[config.mk]
export PLATFORM = sky130hd
export DESIGN_NAME = reg_file_sb
export DESIGN_NICKNAME = d
export VERILOG_FILES = /design/src/rtl/cpu_rf_pkg.sv /design/src/rtl/rf_read_port.sv /design/src/rtl/reg_file_sb.sv
export SDC_FILE = /design/constraint.sdc
export NUM_CORES = 1
export LEC_CHECK = 0
export CAP_MARGIN = 0
export CORE_MARGIN = 2
export CORE_UTILIZATION = 40
export CTS_BUF_LIST = sky130_fd_sc_hd__clkbuf_16
export CTS_CLUSTER_SIZE = 40
export DETAILED_ROUTE_END_ITERATION = 12
export GPL_ROUTABILITY_DRIVEN = 0
export SYNTH_ARGS = -nofsm -noshare
export SYNTH_HDL_FRONTEND = slang
export SYNTH_SLANG_ARGS = --single-unit
[constraint.sdc]
create_clock -name clk -period 1.3 [get_ports clk]
set_input_delay 0.13 -clock clk [delete_from_list [all_inputs] [get_ports clk]]
set_output_delay 0.13 -clock clk [all_outputs]
set_load 0.1 [all_outputs]
[src/rtl/cpu_rf_pkg.sv]
// Shared sizing helpers and constants for the register file and its read ports.
// Pure declarations; no logic, no latency, no flow control.
package cpu_rf_pkg;

   function automatic int clog2(input int n);
      int r;
      int v;
      r = 0;
      v = n - 1;
      while (v > 0) begin
         r = r + 1;
         v = v >> 1;
      end
      return r;
   endfunction

   function automatic int addr_w(input int num_regs);
      return (clog2(num_regs) < 1) ? 1 : clog2(num_regs);
   endfunction

   localparam int RF_DATA_W   = 16;
   localparam int RF_NUM_REGS = 8;
   localparam int ADDR_W      = addr_w(RF_NUM_REGS);
   localparam int BE_W        = RF_DATA_W / 8;
   localparam int RF_ZERO_IDX = 0;

endpackage

[src/rtl/rf_read_port.sv]
// One combinational read port: register mux, byte-wise write bypass and busy flag.
// Latency 0; no backpressure (pure combinational view of storage and scoreboard).
module rf_read_port
   import cpu_rf_pkg::*;
#(
   parameter  int DATA_W   = 16,
   parameter  int NUM_REGS = 8,
   parameter  int ZERO_REG = 1,
   localparam int AW       = addr_w(NUM_REGS),
   localparam int BW       = DATA_W / 8
) (
   input  logic [NUM_REGS-1:0][DATA_W-1:0] regs,
   input  logic [NUM_REGS-1:0]             pending,
   input  logic                            wr_en,
   input  logic [AW-1:0]                   wr_addr,
   input  logic [BW-1:0]                   wr_be,
   input  logic [DATA_W-1:0]               wr_data,
   input  logic [AW-1:0]                   rd_addr,
   output logic [DATA_W-1:0]               rd_data,
   output logic                            busy
);

   localparam logic [AW:0] NUM_L = (AW+1)'(NUM_REGS);

   logic              in_range;
   logic              is_zero;
   logic              hit;
   logic [DATA_W-1:0] stored;

   assign in_range = ({1'b0, rd_addr} < NUM_L);
   assign is_zero  = (ZERO_REG != 0) && (rd_addr == AW'(RF_ZERO_IDX));
   assign hit      = wr_en && (wr_addr == rd_addr);

   always_comb begin
      stored  = '0;
      rd_data = '0;
      busy    = 1'b0;
      if (in_range && !is_zero) begin
         stored = regs[rd_addr];
         for (int b = 0; b < BW; b++) begin
            rd_data[8*b +: 8] = (hit && wr_be[b]) ? wr_data[8*b +: 8] : stored[8*b +: 8];
         end
         // A writeback landing this cycle already counts as released.
         busy = pending[rd_addr] && !hit;
      end
   end

endmodule

[src/rtl/reg_file_sb.sv]
// Register file with byte-enabled writeback, two bypassing read ports and a pending scoreboard.
// Reads latency 0, writes/reservations take effect at the edge; no backpressure, always accepted.
module reg_file_sb
   import cpu_rf_pkg::*;
#(
   parameter  int DATA_W   = 16,
   parameter  int NUM_REGS = 8,
   parameter  int ZERO_REG = 1,
   localparam int AW       = addr_w(NUM_REGS),
   localparam int BW       = DATA_W / 8
) (
   input  logic              clk,
   input  logic              rst_n,
   input  logic              wr_en,
   input  logic [AW-1:0]     wr_addr,
   input  logic [BW-1:0]     wr_be,
   input  logic [DATA_W-1:0] wr_data,
   input  logic [AW-1:0]     rd_addr_a,
   output logic [DATA_W-1:0] rd_data_a,
   output logic              busy_a,
   input  logic [AW-1:0]     rd_addr_b,
   output logic [DATA_W-1:0] rd_data_b,
   output logic              busy_b,
   input  logic              rsv_en,
   input  logic [AW-1:0]     rsv_addr
);

   localparam logic [AW:0] NUM_L = (AW+1)'(NUM_REGS);

   logic [NUM_REGS-1:0][DATA_W-1:0] regs;
   logic [NUM_REGS-1:0]             pending;
   logic [NUM_REGS-1:0]             pending_nxt;
   logic                            wr_ok;
   logic                            rsv_ok;
   logic                            wr_fwd;

   assign wr_ok  = wr_en && ({1'b0, wr_addr} < NUM_L)
                   && !((ZERO_REG != 0) && (wr_addr == AW'(RF_ZERO_IDX)));
   assign rsv_ok = rsv_en && ({1'b0, rsv_addr} < NUM_L)
                   && !((ZERO_REG != 0) && (rsv_addr == AW'(RF_ZERO_IDX)));
   // Bypass is suppressed while reset is held so reads show the cleared state.
   assign wr_fwd = wr_en && rst_n;

   always_comb begin
      pending_nxt = pending;
      for (int i = 0; i < NUM_REGS; i++) begin
         if (rsv_ok && (rsv_addr == AW'(i))) begin
            pending_nxt[i] = 1'b1;
         end else if (wr_ok && (wr_addr == AW'(i))) begin
            pending_nxt[i] = 1'b0;
         end
      end
   end

   always_ff @(posedge clk or negedge rst_n) begin
      if (!rst_n) begin
         regs    <= '0;
         pending <= '0;
      end else begin
         pending <= pending_nxt;
         for (int i = 0; i < NUM_REGS; i++) begin
            for (int b = 0; b < BW; b++) begin
               if (wr_ok && (wr_addr == AW'(i)) && wr_be[b]) begin
                  regs[i][8*b +: 8] <= wr_data[8*b +: 8];
               end
            end
         end
      end
   end

   rf_read_port #(
      .DATA_W   (DATA_W),
      .NUM_REGS (NUM_REGS),
      .ZERO_REG (ZERO_REG)
   ) u_port_a (
      .regs    (regs),
      .pending (pending),
      .wr_en   (wr_fwd),
      .wr_addr (wr_addr),
      .wr_be   (wr_be),
      .wr_data (wr_data),
      .rd_addr (rd_addr_a),
      .rd_data (rd_data_a),
      .busy    (busy_a)
   );

   rf_read_port #(
      .DATA_W   (DATA_W),
      .NUM_REGS (NUM_REGS),
      .ZERO_REG (ZERO_REG)
   ) u_port_b (
      .regs    (regs),
      .pending (pending),
      .wr_en   (wr_fwd),
      .wr_addr (wr_addr),
      .wr_be   (wr_be),
      .wr_data (wr_data),
      .rd_addr (rd_addr_b),
      .rd_data (rd_data_b),
      .busy    (busy_b)
   );

endmodule

==> results of run 1 <==
==> state kept, by name, summed over array words and instances (netlist names) <==
signal   count
regs       128
pending      8
==> path summary, 6_finish.rpt <==
check                                            start                    end  slack (ns)  cells after the start
worst max-delay path            pending[4]$_DFFE_PN0P_                 busy_b       -0.66                      5
worst min-delay path                             rst_n   regs[78]$_DFFE_PN0P_        0.23                      3
worst max register to register   regs[126]$_DFFE_PN0P_  regs[126]$_DFFE_PN0P_        0.39                      2
worst min register to register    regs[12]$_DFFE_PN0P_   regs[12]$_DFFE_PN0P_        0.39                      0
max in group asynchronous                        rst_n   regs[19]$_DFFE_PN0P_        0.19                      4
min in group clk                  regs[12]$_DFFE_PN0P_   regs[12]$_DFFE_PN0P_        0.39                      0
==> logic make-up after synthesis <==
kind of cell | after synthesis
AOI/OAI and AO/OA | 39
xor gates and xnor gates | 6
buffers and inverters | 65
DFF | 136
muxes | 207
and+or+nand+nor | 100
==> layout make-up <==
type	instances	area (um2)	share of cell area, %
clock buffers	17	425	3.77
inverters	3	11.3	0.0997
repair buffers	175	2170	19.2
clock inverters	15	234	2.07
well taps	234	293	2.59
multi-input cells	352	4760	42.2
flip-flops and latches	136	3400	30.1
==> critical path: cells and delay by family, from the launching register on <==
kind / cells / cell delay, ns
multiplexers: 2 / 0.63
AO/OA/AOI/OAI: 1 / 0.04
flip-flops: 1 / 0.41
buffers and inverters: 2 / 0.33
==> report_power, final <==
group	internal, mW	leakage [nW]	total (mW)	switching, mW
logic	3.54	2.67	7.29	3.75
registers	5.10	1.69	5.71	0.617
clock network	3.57	0.326	5.38	1.80
total	12.2	4.68	18.4	6.17
==> per-layer routing <==
| metal | wire, um | global-route usage, % |
|---|---|---|
| met4 | 346 | 8.34 |
| met3 | 831 | 3.60 |
| met2 | 11200 | 38.1 |
| met1 | 9360 | 30.7 |
| met5 | 0 | 0 |
==> placed cells by master, fill, tap and decap left out, types with 9 or more instances in the layout <==
master | netlist | routed
buf_4 | 11 | 73
and3_4 | 0 | 9
clkdlybuf4s50_1 | 0 | 21
a211oi_4 | 0 | 24
nand2b_1 | 13 | 10
nor2_1 | 37 | 29
mux2_2 | 112 | 112
mux2i_4 | 0 | 19
dfrtp_1 | 136 | 136
nand2_1 | 23 | 20
mux4_2 | 55 | 68
nor3_4 | 0 | 9
buf_12 | 1 | 58
clkbuf_16 | 0 | 17
==> what timing repair did <==
item                                    in CTS  in global routing
gates cloned                                 1                  0
buffers inserted                            14                  3
endpoints found under the setup margin     146                126
hold endpoints to repair                    16                  0
resized for setup                           75                 30
pin swaps                                   39                 20
hold buffers                                 1                  0
==> metrics by stage <==
step / hold slack [ns] / setup WS [ns] / setup TNS [ns]
finish: 0.231 / -0.661 / -20.89
global route: 0.253 / -0.735 / -22.66
CTS: 0.221 / -0.687 / -21.69
detailed placement: 0.137 / -0.801 / -96.86
global placement: 0.128 / -0.760 / -95.02
floorplan: -0.166 / -0.702 / -21.88
==> metrics.md, run 1 <==
| Metric | Value |
|---|---|
| Worst IR drop on VDD | about 0.94 mV |
| Asr flop ratio synth | 100% |
| Max-cap viol count | 0 |
| Htree depth | 4 |
| Total Wirelength | about 22 mm |
| Hold crit path type | primary input to asynchronous set/reset pin |
| Yosys reg bits | between 100 and 150 |
| DR vias | between 5000 and 6000 |
| Compound-Gate Fraction of Synth Area | around 3.5% |
| Clk_lat worst skew | between 0.4 and 0.5 ns |
| Core area | about 19000 um2 |
| Cell count after synthesis | ~550 |
| Max-slew violations | 0 |
| Syn. warnings | 0 |
| Residual DRC count | 0 |
| Req. time, crit path | between 1 and 1.5 ns |
| Critical-path cell list | mux4_2, mux2i_1, buf_4, a311oi_4, buf_12 |
| Area share of the largest cell type after synthesis | between 40% and 50% |
| Distinct cells, synth | 30 |
| Slowest stage delay, CP | 0.46 ns |
| NumNets Final | a little over 700 |
| Worst setup EP type | primary output |
| Cell area after placement | slightly above 10000 um2 |
| Commonest cells post-synth | dfrtp_1, mux2_2, mux4_2 |
| Vias per Instance | about 5.8 |
| Top post-synthesis cells by area | dfrtp_1, mux2_2, mux4_2 |
| Failing checks | negative setup slack |
| Final setup viols | 34 |
| CP max FO | 3 |
| Worst setup SP type | register |
| Initial antenna violation count | 0 |
| Pin count of the biggest net entering global routing | 121 |
| Non-Filler Instances | a little over 900 |
| XOR/XNOR share of the synthesized area | less than 1% |
| Syn Nets | around 590 |
| Largest family of logic cells by synthesized area | multiplexers |
| WS Path Type | register to primary output |
| Site Rows | 50 |
| Mean Syn Cell Area | about 14 um2 |
| CTS tree | yes |
| Final Core Density | roughly 60% |
| Most used DFF post-synth | dfrtp_1 |
| Tot Pwr | ~18 mW |
| Clock buffer depth | 2 |
| Clock Tree Root | clkbuf_16 |
| Port Buffers | between 60 and 70 |
| CTS clock-pin slew for the worst setup and hold paths | roughly 0.060 ns |
| Final hold violations | 0 |
| Initial Utilization | ~40% |
| CP arrival | approximately 1.8 ns |
| Synthesized area | about 7700 um2 |
| Die width | 143 um |
| Layout cells sized above 1 | between 60% and 70% |
| CTS Sinks | approximately 140 |
| Synth Area in Simple Gates | 6.38% |
| P&R area growth vs syn | 47.0% |
| Post-DR wirelength/cell | 23.3 um |
| Power per Cell Area | about 1600 nW/um2 |
| Post-route cell area | 11300 um2 |
| DR iter-0 viols | ~260 |
| Die Y | around 140 um |
| Fill cells | about 1400 |
| Post-synthesis mux area share | about two fifths |
| Total global routing overflow | 0 |
| Top-count cell post-synth | dfrtp_1 |
| Detail Route Antenna Nets | 0 |
| I/O pin count | just under 70 |
| EDFF count, synth | 0 |
| Status | finished with violations |
| Drt pass-1 iters | 4 |
| Fin crit period | 1.96 ns |
| Clk_skew | 0 ns |
| Fin crit share | 151% |
| Total GRT Usage | ~23% |
| First-pass GRT wire length | between 30 and 40 mm |
| Final WS setup | -0.661 ns |
| Synth area leader | dfrtp_1 |
| Relative slew slack | between 50% and 60% |
| RSZ-0062 raised after global routing | true |
| Post-synthesis adder-cell area fraction | 0% |
| Number of CTS-inserted buffers | 17 |
| Max Freq | around 510 MHz |
| Sequential-to-total area share from yosys stat | around 44% |
| Worst path slowest cell | mux4_2 |
| Die Area | just over 20000 um2 |
| Vias in the first global route | 5921 |
| HPWL Detailed | 14.4 mm |
| Placed insts | approximately 880 |
| Leak | about 4.7 nW |
| Worst-Margin Slew | 0.621 ns |
| Antenna diode count | 0 |
(Power assumes the default switching activity.)
==> run 2: changes to the inputs <==
ABC_CLOCK_PERIOD_IN_PS = 1300   (was unset)
==> results of run 2 <==
Final layout, timing and power as in run 1 (identical DEF).
